--- src/rtl/branch_target_buffer_if.sv ---
// Lookup/update bus between the IF/EX pipeline stages and the branch target buffer.
// The pipeline side is the master; the predictor is the slave.
interface branch_target_buffer_if #(
    parameter int ADDR_W = 32
);
    logic [ADDR_W-1:0] lk_pc;
    logic              lk_hit;
    logic              lk_taken;
    logic [ADDR_W-1:0] lk_target;
    logic              upd_valid;
    logic [ADDR_W-1:0] upd_pc;
    logic              upd_taken;
    logic [ADDR_W-1:0] upd_target;
    logic              inv_all;

    modport master (
        output lk_pc,
        input  lk_hit,
        input  lk_taken,
        input  lk_target,
        output upd_valid,
        output upd_pc,
        output upd_taken,
        output upd_target,
        output inv_all
    );

    modport slave (
        input  lk_pc,
        output lk_hit,
        output lk_taken,
        output lk_target,
        input  upd_valid,
        input  upd_pc,
        input  upd_taken,
        input  upd_target,
        input  inv_all
    );
endinterface

--- src/rtl/branch_target_buffer.sv ---
// Direct-mapped branch target buffer with saturating direction counters.
// Lookups are combinational for the IF stage; resolved outcomes from EX update the table.
module branch_target_buffer #(
    parameter int ENTRIES = 16,
    parameter int TAG_W   = 8,
    parameter int CTR_W   = 2,
    parameter int ADDR_W  = 32
) (
    input  logic                  clk,
    input  logic                  rst,
    branch_target_buffer_if.slave bus
);
    localparam int              IDX_W    = $clog2(ENTRIES);
    localparam logic [CTR_W-1:0] CTR_MAX  = {CTR_W{1'b1}};
    localparam logic [CTR_W-1:0] CTR_ZERO = {CTR_W{1'b0}};
    localparam logic [CTR_W-1:0] CTR_ONE  = CTR_W'(1);
    localparam logic [CTR_W-1:0] CTR_WEAK = CTR_W'(1) << (CTR_W - 1);

    logic              valid_q  [ENTRIES];
    logic [TAG_W-1:0]  tag_q    [ENTRIES];
    logic [ADDR_W-1:0] target_q [ENTRIES];
    logic [CTR_W-1:0]  ctr_q    [ENTRIES];

    logic [IDX_W-1:0]  lk_idx_s;
    logic [TAG_W-1:0]  lk_tag_s;
    logic              lk_hit_s;
    logic              lk_taken_s;
    logic [ADDR_W-1:0] lk_target_s;

    logic [IDX_W-1:0]  upd_idx_s;
    logic [TAG_W-1:0]  upd_tag_s;
    logic              upd_hit_s;
    logic              wr_en_s;
    logic              valid_d;
    logic [TAG_W-1:0]  tag_d;
    logic [ADDR_W-1:0] target_d;
    logic [CTR_W-1:0]  ctr_d;

    // Lookup: table read of the current PC; a not-taken prediction falls through to pc+4.
    always_comb begin
        lk_idx_s    = bus.lk_pc[IDX_W+1:2];
        lk_tag_s    = bus.lk_pc[IDX_W+TAG_W+1:IDX_W+2];
        lk_hit_s    = valid_q[lk_idx_s] && (tag_q[lk_idx_s] == lk_tag_s);
        lk_taken_s  = lk_hit_s && ctr_q[lk_idx_s][CTR_W-1];
        if (lk_taken_s) begin
            lk_target_s = target_q[lk_idx_s];
        end else begin
            lk_target_s = bus.lk_pc + ADDR_W'(4);
        end
    end

    assign bus.lk_hit    = lk_hit_s;
    assign bus.lk_taken  = lk_taken_s;
    assign bus.lk_target = lk_target_s;

    // Update: train the counter on a hit, allocate only on a taken miss.
    always_comb begin
        upd_idx_s = bus.upd_pc[IDX_W+1:2];
        upd_tag_s = bus.upd_pc[IDX_W+TAG_W+1:IDX_W+2];
        upd_hit_s = valid_q[upd_idx_s] && (tag_q[upd_idx_s] == upd_tag_s);
        wr_en_s   = 1'b0;
        valid_d   = valid_q[upd_idx_s];
        tag_d     = tag_q[upd_idx_s];
        target_d  = target_q[upd_idx_s];
        ctr_d     = ctr_q[upd_idx_s];
        if (bus.upd_valid) begin
            if (upd_hit_s) begin
                wr_en_s = 1'b1;
                if (bus.upd_taken) begin
                    target_d = bus.upd_target;
                    if (ctr_q[upd_idx_s] == CTR_MAX) begin
                        ctr_d = CTR_MAX;
                    end else begin
                        ctr_d = ctr_q[upd_idx_s] + CTR_ONE;
                    end
                end else begin
                    if (ctr_q[upd_idx_s] == CTR_ZERO) begin
                        ctr_d = CTR_ZERO;
                    end else begin
                        ctr_d = ctr_q[upd_idx_s] - CTR_ONE;
                    end
                end
            end else if (bus.upd_taken) begin
                wr_en_s  = 1'b1;
                valid_d  = 1'b1;
                tag_d    = upd_tag_s;
                target_d = bus.upd_target;
                ctr_d    = CTR_WEAK;
            end else begin
                wr_en_s = 1'b0;
            end
        end else begin
            wr_en_s = 1'b0;
        end
    end

    // Table storage; reset and invalidate-all both empty the table and win over updates.
    always_ff @(posedge clk) begin
        if (rst || bus.inv_all) begin
            for (int i = 0; i < ENTRIES; i++) begin
                valid_q[i]  <= 1'b0;
                tag_q[i]    <= {TAG_W{1'b0}};
                target_q[i] <= {ADDR_W{1'b0}};
                ctr_q[i]    <= CTR_ZERO;
            end
        end else if (wr_en_s) begin
            valid_q[upd_idx_s]  <= valid_d;
            tag_q[upd_idx_s]    <= tag_d;
            target_q[upd_idx_s] <= target_d;
            ctr_q[upd_idx_s]    <= ctr_d;
        end
    end
endmodule

--- src/flat_wrapper.sv ---
// flat-port wrapper written by rule: the top's interface ports become plain ports
module branch_target_buffer_flat 
#(
    parameter int ENTRIES = 16,
    parameter int TAG_W   = 8,
    parameter int CTR_W   = 2,
    parameter int ADDR_W  = 32
)
  (clk, rst, bus_lk_pc, bus_lk_hit, bus_lk_taken, bus_lk_target, bus_upd_valid, bus_upd_pc, bus_upd_taken, bus_upd_target, bus_inv_all);
  branch_target_buffer_if #(.ADDR_W(ADDR_W)) bus_i ();
  input  logic clk;
  input  logic rst;
  input wire logic [$bits(bus_i.lk_pc)-1:0] bus_lk_pc;
  output wire logic [$bits(bus_i.lk_hit)-1:0] bus_lk_hit;
  output wire logic [$bits(bus_i.lk_taken)-1:0] bus_lk_taken;
  output wire logic [$bits(bus_i.lk_target)-1:0] bus_lk_target;
  input wire logic [$bits(bus_i.upd_valid)-1:0] bus_upd_valid;
  input wire logic [$bits(bus_i.upd_pc)-1:0] bus_upd_pc;
  input wire logic [$bits(bus_i.upd_taken)-1:0] bus_upd_taken;
  input wire logic [$bits(bus_i.upd_target)-1:0] bus_upd_target;
  input wire logic [$bits(bus_i.inv_all)-1:0] bus_inv_all;
  assign bus_i.lk_pc = bus_lk_pc;
  assign bus_lk_hit = bus_i.lk_hit;
  assign bus_lk_taken = bus_i.lk_taken;
  assign bus_lk_target = bus_i.lk_target;
  assign bus_i.upd_valid = bus_upd_valid;
  assign bus_i.upd_pc = bus_upd_pc;
  assign bus_i.upd_taken = bus_upd_taken;
  assign bus_i.upd_target = bus_upd_target;
  assign bus_i.inv_all = bus_inv_all;
  branch_target_buffer #(.ENTRIES(ENTRIES), .TAG_W(TAG_W), .CTR_W(CTR_W), .ADDR_W(ADDR_W)) u_core (.clk(clk), .rst(rst), .bus(bus_i));
endmodule
--- config.mk ---
export PLATFORM = sky130hd
export DESIGN_NAME = branch_target_buffer_flat
export DESIGN_NICKNAME = d
export VERILOG_FILES = /design/src/rtl/branch_target_buffer_if.sv /design/src/rtl/branch_target_buffer.sv /design/src/flat_wrapper.sv
export SDC_FILE = /design/constraint.sdc
export NUM_CORES = 1
export LEC_CHECK = 0
export BUFFER_PORTS_ARGS = -buffer_cell sky130_fd_sc_hd__buf_2
export CORE_UTILIZATION = 55
export DETAILED_ROUTE_END_ITERATION = 10
export PLACE_DENSITY = 0.81
export SLEW_MARGIN = 20
export SYNTH_ARGS = -nofsm -noshare
export SYNTH_HDL_FRONTEND = slang
export SYNTH_SLANG_ARGS = --single-unit
--- constraint.sdc ---
create_clock -name clk -period 4.85 [get_ports clk]
set_input_delay 0.97 -clock clk [delete_from_list [all_inputs] [get_ports clk]]
set_output_delay 0.97 -clock clk [all_outputs]
set_load 0.01 [all_outputs]
; Yosys cells after proc, flatten, opt, wreduce, memory -nomap -nowiden
; Memories as Yosys holds them, arrays and structs flattened.
; Cells that the tools add are included.
[op_classes]
n_addsub = 3
n_eq_ne = 5
n_mux = 35
reduce_logical = 10
[ops]
columns = operator, n
row1 = two-way mux 32 bit, 4
row2 = adder 32 x 3 -> 32 bit (second input constant), 1
row3 = two-way mux 8 bit, 4
row4 = OR reduction 32 bit, 1
row5 = == test 8 bit, 2
row6 = two-way mux 1 bit, 16
row7 = two-way mux 4 bit, 4
row8 = two-way mux 2 bit, 7
row9 = OR reduction 8 bit, 1
row10 = logical AND 1 bit, 3
row11 = AND reduction 3 bit, 1
row12 = adder 2 x 1 -> 2 bit (second input constant), 1
row13 = == test 2 bit (second input constant), 1
row14 = logical NOT 2 bit, 1
row15 = != test 2 bit (second input constant), 1
row16 = OR reduction 2 bit, 1
row17 = subtractor 2 x 1 -> 2 bit (second input constant), 1
row18 = logical OR 1 bit, 1
row19 = != test 1 bit (second input constant), 1
row20 = OR reduction 1 bit, 1
[totals]
register_bits = 0
ramBits = 688
input_bits = 101
output_inout_bits = 34
word_cells = 57
memories = 4
[mem_list]
columns = name, depth, word_bits, rd, rd_ports_with_merged_regs, write_ports, line_no
row1 = u_core.target_q, 16, 32, 1, 0, 16, branch_target_buffer.sv:21  ; logic [ADDR_W-1:0] target_q [ENTRIES];
row2 = u_core.tag_q, 16, 8, 2, 0, 16, branch_target_buffer.sv:20  ; logic [TAG_W-1:0] tag_q [ENTRIES];
row3 = u_core.ctr_q, 16, 2, 2, 0, 16, branch_target_buffer.sv:22  ; logic [CTR_W-1:0] ctr_q [ENTRIES];
row4 = u_core.valid_q, 16, 1, 2, 0, 16, branch_target_buffer.sv:19  ; logic valid_q [ENTRIES];

; Longest topological paths before layout
; An unclocked memory read counts as a cell.
[logic_depth]
depth_word = 11
mapped_depth = 15
depth_no_buf = 8

; Worst setup path after synthesis
; No wires, ideal clock.
[synth_timing]
path_kind = input-to-reg
start = in bus_upd_pc[4]
end = mem u_core.target_q[10][0] (enable)
setup_ps = 466
t_arrival_ps = 4673
t_required_ps = 4384
setup_slack_ps = -289
stages = 4
path_buffers = 1
path_cell_list = clkbuf_1 nor3_1 nand4_1 o21ai_0
[synth_rtl]
columns = element, line_no
row1 = "start, declared", flat_wrapper.sv:18  ; input wire logic [$bits(bus_i.upd_pc)-1:0] bus_upd_pc;
row2 = "end, declared", branch_target_buffer.sv:21

; Worst setup path in the final report
[layout_timing]
start = in bus_lk_pc[2]
end = out bus_lk_target[18]
[layout_between]
elab_chain_len = 5
elab_cells_between_ends = 9
cone_classes = add/sub: 1 / eq/ne: 1 / mux: 1 / reduce/logical: 2 / memory: 4
[layout_lines]
columns = element, line_no
row1 = "start, declared", flat_wrapper.sv:13  ; input wire logic [$bits(bus_i.lk_pc)-1:0] bus_lk_pc;
row2 = memory read (16 x 8 bit), n/a
row3 = == test 8 bit, branch_target_buffer.sv:43  ; lk_hit_s = valid_q[lk_idx_s] && (tag_q[lk_idx_s] == lk_tag_s);
row4 = logical AND 1 bit, branch_target_buffer.sv:43
row5 = logical AND 1 bit, branch_target_buffer.sv:44  ; lk_taken_s = lk_hit_s && ctr_q[lk_idx_s][CTR_W-1];
row6 = two-way mux 32 bit *, branch_target_buffer.sv:45  ; if (lk_taken_s) begin
row7 = "end, declared", flat_wrapper.sv:16  ; output wire logic [$bits(bus_i.lk_target)-1:0] bus_lk_target;
; Mark *: on every way between the ends. The rest lies on a longest branch, timed or not.

==> impl_metrics.yaml <==
die:
  rows: 89
  coreArea_sq_um: 59350
  pin_count: 135
  die_y_um: 248.0
  fp.dieW_um: 248.0
  fp.dieArea_sq_um: 61500
  start_util: 0.5607
setup_path:
  cp_data_required_time_ps: 3880
  crit_chain: "buf_16 > mux4_2 > mux2i_1 > xnor2_1 > o32ai_2 > buf_4 > nand4_1 > buf_4 > nor4b_4 > buf_6 > buf_12 > buf_12 > mux2_4 > buf_6"
  r2r_cells: 9
  crit_arrival_ps: 3860
  cp_slowest_cell: "mux4_2"
  max_stage_delay_ps: 510
  startpoint_type: "input port"
  cp-end-kind: "output port"
  worstSetupPathType: "input port to output port"
  cp_max_fo: 8
layout:
  post-route-util: 0.6475
  filler_cell_count: 3873
  stdcell_area_sq_um: 38430
  syn2layout_area_growth_pct: 15.48
  nets: 2390
  layout-drive-gt1-share: 0.2982
synthesis:
  avgSynthCellArea_sq_um: 15.52
  yosys.area.top_type_share: 0.6208
  synth_cells: 2144
  synth-compound-area-share: 0.01771
  synth-simple-area-share: 0.1340
  async_flop_share: 0
  yosys.area_share.xor_xnor: 0.01105
  synthAdderAreaFrac: 0.0006767
  muxShareOfSynthArea: 0.1872
  synth.distinct_cells: 52
  yosys_warnings: 0
  synth_ff_type: "edfxtp_1"
  synth_edf_count: 688
  synth_top_family_by_area: "multiplexers"
  seq_area_frac_synth: 0.6208
  synth_largest_area_cell: "edfxtp_1"
  synth_seq_cells: 688
  synthesis.nets: 2246
  yosys-top-cells-area: "edfxtp_1, mux4_2, and2_1"
  synth.cell_area_sq_um: 33280
timing:
  fmax_mhz: 207.2
  fin_worst_skew_ps: 46.88
  fin_crit_sh: 0.9950
  finalCriticalPeriod_ps: 4826
  finalMaxSlewViolations: 0
  tns_ps: 0
  rsz0062_at_grt: "yes"
  maxSlewHeadroom: 0.2430
  fin_ws_ps: 24.21
  finalSetupViolCount: 0
  finalHoldViolations: 0
  worst_slew_pin_slew_ps: 1133
clock_network:
  cts.sinks: 688
  cts_inserted_buffers: 71
  cts_tree: "done"
  cts_root_buf: "clkbuf_16"
  ctsLongestPathBuffers: 3
  clkLatencyLatePin_ps: 640
  hold_buffers: 0
  clk_pin_slew_ps: 60
  cts_max_level: 3
grt:
  grt-ovfl-total: 0
  grt_pass1_wl_mm: 134.2
  track_usage: 0.3079
  antenna_found_initial: 6
  grt_pass1_vias: 20486
  grt_max_degree: 112
routing:
  wl_per_cell_um: 30.12
  postRouteAntennaNets: 0
  vias: 20504
  first_pass_iters: 6
  drt_iter0_drc: 2813
  via_per_inst: 6.572
  routed_wl_mm: 93.99
  drc_errors: 0
power:
  powerDensity_nw_per_um2: 357.2
  power_leakage_nw: 14.51
  p_total_mw: 13.73
  ir_drop_mv: 0.3148
placed_design:
  dpl.hpwl_mm: 55.59
  port_buffers: 114
  dpl_cell_area_sq_um: 35490
  globalplace.congestion: 0.9221
  post-place-ws_ps: -144.9
worst_hold_path:
  whs_path_depth: 2
  hold_class: "input port to flop"
run:
  drv_cap: 0
outcome:
  status: "finished clean"
[critical path: cells and delay by family]
family                 cells  cell delay [ps]
AO/OA/AOI/OAI              1              250
XOR/XNOR                   1              110
buffers and inverters      7             1100
multiplexers               3             1020
AND/OR/NAND/NOR            2              380
[area by class of cell]
| cell class | instances | area (sq um) | area share |
|---|---|---|---|
| well taps | 773 | 967.2 | 0.02517 |
| multi-input cells | 1246 | 12060 | 0.3137 |
| clock inverters | 51 | 574.3 | 0.01494 |
| diodes | 3 | 7.507 | 0.0001953 |
| clock buffers | 78 | 1803 | 0.04691 |
| repair buffers | 259 | 2282 | 0.05938 |
| inverters | 22 | 82.58 | 0.002149 |
| flip-flops and latches | 688 | 20660 | 0.5376 |
[placed cells by master, fill, tap and decap left out, types with 25 or more instances in the layout]
master,n
edfxtp_1,688
and2_1,515
mux4_2,239
nor2_1,146
buf_4,106
buf_2,91
clkbuf_16,75
nand2_1,40
mux2i_1,32
a21oi_1,31
xnor2_1,28
buf_6,27
mux2_4,26
clkinv_1,26
buf_12,25
[logic make-up after synthesis]
kind of cell	count (synthesis)
fa+ha+maj	2
simple gates	792
xor+xnor	42
mux	318
compound gates	92
flops	688
buf+inv	210
[worst paths after layout]
check | start | end | slack [ps]
max | bus_lk_pc[2] | bus_lk_target[18] | 20
min | bus_upd_target[18] | u_core.target_q[14][18] | 780
max reg2reg | u_core.tag_q[5][5] | u_core.tag_q[11][4] | 1150
min reg2reg | u_core.ctr_q[3][1] | u_core.ctr_q[5][1] | 1320
[registers in the layout, indices dropped and copies added, names as in the netlist]
| register | flops |
|---|---|
| u_core.target_q | 512 |
| u_core.tag_q | 128 |
| u_core.ctr_q | 32 |
| u_core.valid_q | 16 |
[power by group]
part | leakage, nW | switching [mW] | internal (mW)
Clock | 1.14 | 2.39 | 3.16
Combinational | 5.83 | 0.711 | 0.537
Sequential | 7.53 | 0.104 | 6.82
Total | 14.5 | 3.21 | 10.5
[what timing repair did]
item,4_1_cts,5_1_grt
resized for setup,20,68
gates cloned,1,4
pin swaps,4,10
buffers inserted,2,4
setup endpoints to repair,32,32
[metrics by stage]
stage	std cells	hold slack [ps]
3_5_place_dp	2977	1301
4_1_cts	3109	759.8
5_1_grt	3117	802.6
6_report	3120	780.7
3_3_place_gp	2977	1270
2_1_floorplan	2144	1096
[metal layers]
metal | GRT usage | vias to the layer above | share of wire
li1 | - | 8322 | -
met1 | 0.3834 | 10359 | 0.34
met2 | 0.5052 | 1509 | 0.49
met3 | 0.08110 | 306 | 0.12
met4 | 0.1425 | 8 | 0.047
met5 | 0 | - | 0.00046
[synth_stat cells, drive strengths merged (3+ instances only)]
library cell  count
edfxtp          688
and2            515
mux4            239
nor2            163
clkbuf          126
buf              62
mux2             45
nand2            42
a21oi            41
mux2i            34
xnor2            29
o21ai            23
nand3            22
inv              21
xor2             13
nor2b            12
nand4            11
a211oi           10
nor3              8
and3              6
o22ai             6
a2111oi           3
a21o              3
Power figures use the tool's default switching activity.
